**src/rtl/fp_sqrt_pkg.sv**
```systemverilog
// Shared types and constants for the floating-point square root datapath.
package fp_sqrt_pkg;

  localparam int unsigned EXP_W_DEF = 8;
  localparam int unsigned MAN_W_DEF = 23;
  localparam int unsigned MAX_W     = 64;

  typedef struct packed {
    logic nan;
    logic snan;
    logic zero;
    logic inf;
    logic neg;
    logic sub;
  } fp_class_t;

  // Result-source selection, listed in override priority order (highest first).
  typedef enum logic [2:0] {
    SEL_NAN     = 3'd0,
    SEL_ZERO    = 3'd1,
    SEL_INVALID = 3'd2,
    SEL_INF     = 3'd3,
    SEL_CORE    = 3'd4
  } sel_t;

  function automatic logic [MAX_W-1:0] legacy_nan(input int unsigned w);
    return {MAX_W{1'b1}} >> (MAX_W - w);
  endfunction

  function automatic logic [MAX_W-1:0] canon_qnan(input int unsigned exp_w,
                                                  input int unsigned man_w);
    logic [MAX_W-1:0] exp_ones;
    exp_ones = {MAX_W{1'b1}} >> (MAX_W - exp_w);
    return (exp_ones << man_w) | (MAX_W'(1) << (man_w - 1));
  endfunction

endpackage

```
**src/rtl/fp_classify.sv**
```systemverilog
// Combinational operand classifier: decodes an IEEE-754 word into class bits.
module fp_classify
  import fp_sqrt_pkg::*;
#(
  parameter int unsigned EXP_W = EXP_W_DEF,
  parameter int unsigned MAN_W = MAN_W_DEF
) (
  input  logic [EXP_W+MAN_W:0] op,
  output fp_class_t            cls_c
);

  logic [EXP_W-1:0] exp_f;
  logic [MAN_W-1:0] frac;
  logic             exp_ones;
  logic             exp_zero;
  logic             frac_nz;

  assign exp_f    = op[EXP_W+MAN_W-1:MAN_W];
  assign frac     = op[MAN_W-1:0];
  assign exp_ones = &exp_f;
  assign exp_zero = ~|exp_f;
  assign frac_nz  = |frac;

  assign cls_c.nan  = exp_ones & frac_nz;
  assign cls_c.snan = exp_ones & frac_nz & ~frac[MAN_W-1];
  assign cls_c.zero = exp_zero & ~frac_nz;
  assign cls_c.inf  = exp_ones & ~frac_nz;
  assign cls_c.neg  = op[EXP_W+MAN_W];
  assign cls_c.sub  = exp_zero & frac_nz;

endmodule

```
**src/rtl/fp_sqrt_special_out.sv**
```systemverilog
// Sqrt output stage: pairs core results with operands and applies special-case overrides.
// Optional macro FP_SQRT_DAZ_EN flushes subnormal operands to signed zero.
module fp_sqrt_special_out
  import fp_sqrt_pkg::*;
#(
  parameter int unsigned EXP_W        = EXP_W_DEF,
  parameter int unsigned MAN_W        = MAN_W_DEF,
  parameter int unsigned NAN_ALL_ONES = 1,
  parameter int unsigned CNT_W        = 16
) (
  input  logic                   clk,
  input  logic                   rst_n,
  input  logic                   in_valid,
  output logic                   in_ready,
  input  logic [EXP_W+MAN_W:0]   op_i,
  input  logic [EXP_W+MAN_W:0]   core_i,
  output logic                   out_valid,
  input  logic                   out_ready,
  output logic [EXP_W+MAN_W:0]   data_o,
  output logic                   special_o,
  output logic                   flag_invalid,
  input  logic                   flag_clr,
  output logic [CNT_W-1:0]       spec_cnt
);

  localparam int unsigned W = 1 + EXP_W + MAN_W;

  localparam logic [W-1:0] INV_WORD  = (NAN_ALL_ONES != 0) ? W'(legacy_nan(W))
                                                           : W'(canon_qnan(EXP_W, MAN_W));
  localparam logic [W-1:0] POS_INF   = {1'b0, {EXP_W{1'b1}}, {MAN_W{1'b0}}};
  localparam logic [W-1:0] QUIET_BIT = W'(1) << (MAN_W - 1);
  localparam logic [CNT_W-1:0] CNT_MAX = '1;

  fp_class_t      in_cls_c;
  fp_class_t      s1_cls;
  logic [W-1:0]   s1_op;
  logic [W-1:0]   s1_core;
  logic           s1_valid;
  logic           out_invalid;

  logic           s1_en;
  logic           s2_en;
  logic           out_xfer;
  logic           zero_like;
  sel_t           sel;
  logic [W-1:0]   nxt_data;
  logic           nxt_special;
  logic           nxt_invalid;

  fp_classify #(.EXP_W(EXP_W), .MAN_W(MAN_W)) u_classify (
    .op    (op_i),
    .cls_c (in_cls_c)
  );

  assign s2_en    = !out_valid | out_ready;
  assign s1_en    = !s1_valid | s2_en;
  assign in_ready = s1_en;
  assign out_xfer = out_valid & out_ready;

`ifdef FP_SQRT_DAZ_EN
  assign zero_like = s1_cls.zero | s1_cls.sub;
`else
  assign zero_like = s1_cls.zero & ~s1_cls.sub;
`endif

  // Override selection and result formation for the stage-1 pair.
  always_comb begin
    sel         = SEL_CORE;
    nxt_data    = s1_core;
    nxt_special = 1'b0;
    if (s1_cls.nan)       sel = SEL_NAN;
    else if (zero_like)   sel = SEL_ZERO;
    else if (s1_cls.neg)  sel = SEL_INVALID;
    else if (s1_cls.inf)  sel = SEL_INF;

    case (sel)
      SEL_NAN:     begin nxt_data = s1_op | QUIET_BIT;                  nxt_special = 1'b1; end
      SEL_ZERO:    begin nxt_data = {s1_op[W-1], {(W-1){1'b0}}};        nxt_special = 1'b1; end
      SEL_INVALID: begin nxt_data = INV_WORD;                           nxt_special = 1'b1; end
      SEL_INF:     begin nxt_data = POS_INF;                            nxt_special = 1'b1; end
      default:     begin nxt_data = s1_core;                            nxt_special = 1'b0; end
    endcase
    // Quiet NaN operands propagate silently; only sNaN and negative non-zero raise invalid.
    nxt_invalid = s1_cls.snan | (sel == SEL_INVALID);
  end

  // Stage-1 payload: not reset, qualified by s1_valid.
  always_ff @(posedge clk) begin
    if (in_valid && s1_en) begin
      s1_op   <= op_i;
      s1_core <= core_i;
      s1_cls  <= in_cls_c;
    end
  end

  always_ff @(posedge clk or negedge rst_n) begin
    if (!rst_n) begin
      s1_valid     <= 1'b0;
      out_valid    <= 1'b0;
      data_o       <= '0;
      special_o    <= 1'b0;
      out_invalid  <= 1'b0;
      flag_invalid <= 1'b0;
      spec_cnt     <= '0;
    end else begin
      if (s1_en) s1_valid <= in_valid;

      if (s2_en) begin
        out_valid <= s1_valid;
        if (s1_valid) begin
          data_o      <= nxt_data;
          special_o   <= nxt_special;
          out_invalid <= nxt_invalid;
        end
      end

      if (flag_clr)                      flag_invalid <= 1'b0;
      else if (out_xfer && out_invalid)  flag_invalid <= 1'b1;

      if (flag_clr)                                          spec_cnt <= '0;
      else if (out_xfer && special_o && spec_cnt != CNT_MAX) spec_cnt <= spec_cnt + CNT_W'(1);
    end
  end

endmodule
```
**config.mk**
```make
export PLATFORM = sky130hd
export DESIGN_NAME = fp_sqrt_special_out
export DESIGN_NICKNAME = d
export VERILOG_FILES = /design/src/rtl/fp_sqrt_pkg.sv /design/src/rtl/fp_classify.sv /design/src/rtl/fp_sqrt_special_out.sv
export SDC_FILE = /design/constraint.sdc
export NUM_CORES = 1
export LEC_CHECK = 0
export ABC_CLOCK_PERIOD_IN_PS = 2900
export BUFFER_PORTS_ARGS = -buffer_cell sky130_fd_sc_hd__buf_2
export CAP_MARGIN = 20
export CORE_ASPECT_RATIO = 0.6
export CORE_UTILIZATION = 40
export DETAILED_ROUTE_END_ITERATION = 8
export PLACE_DENSITY = 0.68
export REMOVE_ABC_BUFFERS = 1
export SETUP_SLACK_MARGIN = 0.02
export SLEW_MARGIN = 30
export SYNTH_ARGS = -nofsm -noshare
export SYNTH_HDL_FRONTEND = slang
export SYNTH_SLANG_ARGS = --single-unit
```
**constraint.sdc**
```tcl
create_clock -name clk -period 2.9 [get_ports clk]
set_clock_uncertainty 0.15 [all_clocks]
set_input_delay 0 -clock clk [delete_from_list [all_inputs] [get_ports clk]]
set_output_delay 0 -clock clk [all_outputs]
set_load 0.05 [all_outputs]
```
==> flow_metrics.tcl, run 1 <==
set metrics [dict create \
    synth_warnings 0 \
    start_kind "register" \
    track_usage_pct 19.8 \
    cp_slowest_cell "or4_1" \
    area_growth_pct 41.8 \
    die-area_mm2 0.0128 \
    htreeDepth 4 \
    drc_errors 0 \
    core_area_mm2 0.0116 \
    grt_pass1_vias 3796 \
    rsz0062_at_grt "no" \
    dr.first_iter.drc_count 128 \
    post-synth-top-area-cell "edfxtp_1" \
    critical_path.max_fanout 14 \
    finalHoldViolCount 0 \
    synth_xor_area_share_pct 0 \
    layout.nets 629 \
    die_h_um 88.0 \
    hold_ws_ns 0.0481 \
    crit_arrival_ns 2.53 \
    layout.cells.non_filler 732 \
    cts_buffer_depth 2 \
    tightest_slew_ns 0.752 \
    wire_per_inst_um 16.4 \
    tns_ns 0 \
    grt_pass1_wl_mm 19.1 \
    peakVddDrop_uv 409 \
    finalCritPeriodShare_pct 81.5 \
    p_per_area_mw_per_mm2 712 \
    synth_seq_cells 121 \
    critPathBufInv 0 \
    grt_start_max_net_pins 69 \
    netlist_instances 361 \
    vias_per_cell 5.11 \
    setup_violations 0 \
    cts_made_buffers 17 \
    drt-total-wl_mm 12.0 \
    status "finished, final reports clean" \
    place_inst 630 \
    cp_top_family "simple AND/OR/NAND/NOR gates" \
    postCtsSetupRepairBufs 0 \
    synth.top_cell.area_share_pct 41.5 \
    synth_cell_type_count 38 \
    hold_path.class "input port to asynchronous set/reset pin" \
    avgSynthCellArea_um2 13.6 \
    clk_latency_ns 0.41 \
    syn-cell-area_mm2 0.00493 \
    max_freq_ghz 0.423 \
    muxShareOfSynthArea_pct 10.1 \
    io_buffers 120 \
    slowest_delay_ns 0.70 \
    dp_slack_ns 0.573 \
    layout_setup_ws_ns 0.537 \
    ant_nets 0 \
    initial_utilization_pct 42.3 \
    critical_path.endpoint_type "register" \
    drv_slew 0 \
    cpMostUsedCell "or4_1" \
    cts.sinks 121 \
    critPathKind "register to register" \
    yosysSeqAreaShare_pct 68.4 \
    rows 30 \
    synth_top_family_by_area "simple AND/OR/NAND/NOR gates" \
    num_vias 3741 \
    antenna_cells 0 \
    fillers 952 \
    async_flop_share_pct 43.8 \
    overflow 0 \
    cp.required_ns 3.07 \
    yosys.area_share.adder_pct 0.254 \
    cts_root_buffer "clkbuf_16" \
    dr.pass1.iters 4 \
    yosys-top-cells-area "edfxtp_1 41%, dfrtp_1 27%, mux2i_1 8.9%" \
    cts_tree "done" \
    globalplace.congestion 0.836 \
    max_cap_viol_count 0 \
    min_period_ns 2.36 \
    ios 121 \
    maxSlewHeadroom_pct 49.5 \
    drive_gt1_share_pct 29.0 \
    die_x_um 145 \
    antenna_found_initial 0 \
    synthSimpleGateAreaFrac_pct 11.0 \
    dp_hpwl_mm 7.55 \
    synth_edf_count 68 \
    crit_chain "nand3_2, or4_1, or4_1, a21oi_1" \
    synthFlopType "edfxtp_1" \
    synth-compound-area-share_pct 8.38 \
    p_leak_nw 3.03 \
    clkTransAtPathRegs_ns 0.06 \
]
==> final timing paths <==
| kind | from | end | slack [ns] | cells after the start |
|---|---|---|---|---|
| worst max-delay path | out_valid | spec_cnt[9] | 0.54 | 4 |
| worst min-delay path | rst_n | data_o[30] | 0.05 | 2 |
| worst max register to register | out_valid | spec_cnt[9] | 0.54 | 4 |
| worst min register to register | data_o[29] | data_o[29] | 0.32 | 2 |
| max in group asynchronous | rst_n | spec_cnt[12] | 1.73 | 3 |
| min in group clk | core_i[19] | s1_core[19] | 0.14 | 2 |
==> flip-flops by register name, summed over array words and instances, names as in the netlist <==
register      cells
data_o           32
flag_invalid      1
out_invalid       1
out_valid         1
s1_cls            6
s1_core          32
s1_op            30
s1_valid          1
spec_cnt         16
special_o         1
==> logic make-up after synthesis <==
family | after synthesis
flip-flops | 121
AND/OR/NAND/NOR | 100
AO/OA/AOI/OAI | 68
multiplexers | 49
buffers and inverters | 22
adder cells (fa/ha/maj) | 1
==> synth_stat cells, types with 2 or more instances <==
cell type,instances
or3_1,4
mux2_2,3
or4_1,6
a31oi_1,3
o21ba_2,2
mux2i_1,44
o21ai_0,35
nor2b_1,5
clkbuf_1,11
dfrtp_1,53
nor4b_1,4
buf_2,8
nor3_1,5
edfxtp_1,68
a21o_1,2
nor2_1,19
or2_2,2
a2bb2oi_1,8
inv_1,3
a21oi_1,9
nand2b_1,3
and2_1,2
nand2_1,21
nor3b_1,3
nor4_1,10
nand3_1,5
mux2_1,2
o31ai_1,6
nand4_1,6
==> per-layer routing <==
layer | up-vias | track usage [%] | part of all wire (%)
li1 | 1761 | - | -
met4 | 0 | 7.18 | 0.71
met3 | 9 | 6.09 | 6.9
met2 | 128 | 32.2 | 47
met1 | 1843 | 25.5 | 46
met5 | - | 0 | 0
==> layout by cell type (no fill, tap or decap), types with 5 or more instances in the layout <==
master / count
a21oi_1: 9
a2bb2oi_1: 8
buf_2: 120
buf_4: 7
clkbuf_16: 17
dfrtp_1: 53
dlygate4sd3_1: 70
edfxtp_1: 68
mux2i_1: 44
nand2_1: 20
nand3_1: 5
nand4_1: 6
nor2_1: 19
nor2b_1: 5
nor3_1: 5
nor4_1: 10
o21ai_0: 35
o31ai_1: 6
or4_1: 6
==> timing repair <==
item / 4_1_cts / 5_1_grt
resized for setup: 0 / 0
endpoints found under the hold margin: 116 / 0
hold buffers: 70 / 0
==> layout make-up <==
type | instances | area, um2 | area share (%)
tap | 160 | 200 | 2.87
inverter | 3 | 11.3 | 0.161
sequential | 121 | 3370 | 48.2
clock buffer | 18 | 429 | 6.15
clock inverter | 14 | 131 | 1.88
timing repair buffer | 198 | 1370 | 19.7
multi-input combinational | 218 | 1470 | 21.0
==> power breakdown <==
group          switching (W)  internal, W  total, W
sequential         0.0000787      0.00200   0.00208
clock               0.000749      0.00125   0.00200
combinational       0.000615     0.000282  0.000896
==> worst register-to-register path: cells and delay by family, from the launching register on <==
| kind | cells | cell delay (ns) |
|---|---|---|
| AOI/OAI and AO/OA | 1 | 0.21 |
| DFF | 1 | 0.42 |
| and+or+nand+nor | 3 | 1.50 |
==> per-stage QoR <==
step                      area, um2  util, %  total power [W]
after floorplan                4840        -          0.00266
after detailed placement       5720     49.2          0.00293
final                          6980     60.0          0.00497
after CTS                      6980     60.0          0.00501
after global routing           6980     60.0          0.00517
after global placement         5720     49.2          0.00291
Power figures use the tool's default switching activity.
==> run 2, diff against run 1 <==
- ABC_CLOCK_PERIOD_IN_PS: 2900 -> 2500
- clock period: 2.9 -> 2.5 ns (I/O delays scaled with it)
==> flow_metrics.tcl, run 2 (same netlist as run 1, synthesis figures left out) <==
set metrics [dict create \
    layout_commonest_cell "buf_2" \
    setup_violations 0 \
    maxSlewHeadroom_pct 52.7 \
    max_freq_ghz 0.445 \
    fin_area_mm2 0.00706 \
    vias_per_cell 5.03 \
    die_x_um 145 \
    crit_chain "ha_1, nand4_1, or3_1, or4_1, a21oi_1" \
    antenna_cells 0 \
    rsz0062_at_grt "no" \
    area_growth_pct 43.4 \
    p_per_area_mw_per_mm2 846 \
    cp.required_ns 2.67 \
    globalplace.congestion 0.827 \
    clkTransAtPathRegs_ns 0.05 \
    peakVddDrop_uv 467 \
    cts_tree "done" \
    grt_start_max_net_pins 61 \
    clk_latency_ns 0.40 \
    grt_pass1_vias 3706 \
    swShare_pct 27.8 \
    drc_errors 0 \
    io_buffers 120 \
    htreeDepth 4 \
    startpoint "spec_cnt[0]" \
    rows 30 \
    layout.nets 630 \
    min_period_ns 2.25 \
    dr.pass1.iters 4 \
    tightest_slew_ns 0.709 \
    cp_slowest_cell "or3_1" \
    critPathKind "register to register" \
    cts_buffer_depth 2 \
    worst_r2r_path_depth 5 \
    max_cap_viol_count 0 \
    r2r-start "spec_cnt[0]" \
    track_usage_pct 19.7 \
    dp_slack_ns 0.276 \
    drv_slew 0 \
    drive_gt1_share_pct 29.3 \
    slowest_delay_ns 0.53 \
    dr.first_iter.drc_count 174 \
    cts_made_buffers 17 \
    core_area_mm2 0.0116 \
    num_vias 3687 \
    cts_root_buffer "clkbuf_16" \
    layout_setup_ws_ns 0.251 \
    critical_path.max_fanout 8 \
    finalHoldViolCount 0 \
    dp_hpwl_mm 7.53 \
    finalCritPeriodShare_pct 90.0 \
    crit_arrival_ns 2.42 \
    status "finished, final reports clean" \
    p_comb_share_pct 17.6 \
    reg_top3 "data_o: 32 flops, s1_core: 32 flops, s1_op: 30 flops" \
    die_h_um 88.0 \
    seq_power_share_pct 40.3 \
    ios 121 \
    critical_path.endpoint_type "register" \
    p_clk_share_pct 42.1 \
    ant_nets 0 \
    start_kind "register" \
    wire_per_inst_um 16.2 \
    p_int_w 0.00431 \
    initial_utilization_pct 42.3 \
    antenna_found_initial 0 \
    drt-total-wl_mm 11.9 \
    die-area_mm2 0.0128 \
    postCtsSetupRepairBufs 0 \
    cts.sinks 121 \
    fillers 942 \
    hold_path.class "input port to asynchronous set/reset pin" \
    final_cell_mix "121 x buf_2, 70 x dlygate4sd3_1, 68 x edfxtp_1, 53 x dfrtp_1, 44 x mux2i_1" \
    p_leak_nw 3.07 \
    grt_pass1_wl_mm 18.9 \
    overflow 0 \
    place_area_mm2 0.00575 \
    switching_power_w 0.00166 \
]
## run 2: cell types whose count changed in the layout (fill, tap and decap cells not counted), sizes merged
cell	previous run	this run
bufinv	2	4
clkinv	8	6
buf	128	129
clkbuf	18	19
clkinvlp	3	2
## run 2: worst paths after layout
path,end,slack [ns]
worst max-delay path,spec_cnt[10],0.25
worst min-delay path,flag_invalid,0.06
worst max register to register,spec_cnt[10],0.25
worst min register to register,data_o[28],0.33
max in group asynchronous,data_o[7],1.76
min in group clk,s1_core[10],0.15
## run 2: power by group through the flow
stage | Clock [W] | Sequential, W | Combinational [W]
final | 0.00252 | 0.00241 | 0.00105
after CTS | 0.00256 | 0.00241 | 0.00106
after detailed placement | 0 | 0.00244 | 0.000974
after global routing | 0.00264 | 0.00243 | 0.00112
after floorplan | 0 | 0.00283 | 0.000253
after global placement | 0 | 0.00244 | 0.000956
## run 2: what timing repair did
action | in CTS | in global routing
hold buffers | 71 | 0
gates resized for setup | 0 | 0
hold endpoints to repair | 115 | 0
## run 2: area by class of cell
cell class / instances / area, um2 / share of cell area, %
Clock buffer: 19 / 433 / 6.13
Clock inverter: 13 / 176 / 2.50
Inverter: 3 / 11.3 / 0.159
Multi-Input combinational cell: 218 / 1470 / 20.8
Sequential cell: 121 / 3370 / 47.7
Tap cell: 160 / 200 / 2.83
Timing Repair Buffer: 199 / 1400 / 19.9
## run 2: worst max-delay path: cells and delay by family, from the launching register on
kind	cells	cell delay [ns]
flops	1	0.40
compound gates	1	0.16
fa+ha+maj	1	0.21
simple gates	3	1.25
## run 2: stage by stage
| step | std cells | util, % | hold slack [ns] | TNS, ns | total power (W) |
|---|---|---|---|---|---|
| after floorplan | 342 | - | -0.446 | -79.34 | 0.00309 |
| after global placement | 630 | 49.4 | -0.133 | 0 | 0.00339 |
| after detailed placement | 630 | 49.4 | -0.124 | 0 | 0.00342 |
| after CTS | 733 | 60.7 | 0.0731 | 0 | 0.00603 |
| after global routing | 733 | 60.7 | 0.102 | 0 | 0.00619 |
| final | 733 | 60.7 | 0.0613 | 0 | 0.00598 |
## run 2: layer usage
metal  vias to the layer above  part of all wire, %  track usage (%)
met5                         -                    0                0
met4                         0                 0.72             5.45
met3                        11                  5.5             6.04
met2                        95                   46             32.3
met1                      1808                   48             25.6
li1                       1773                    -                -
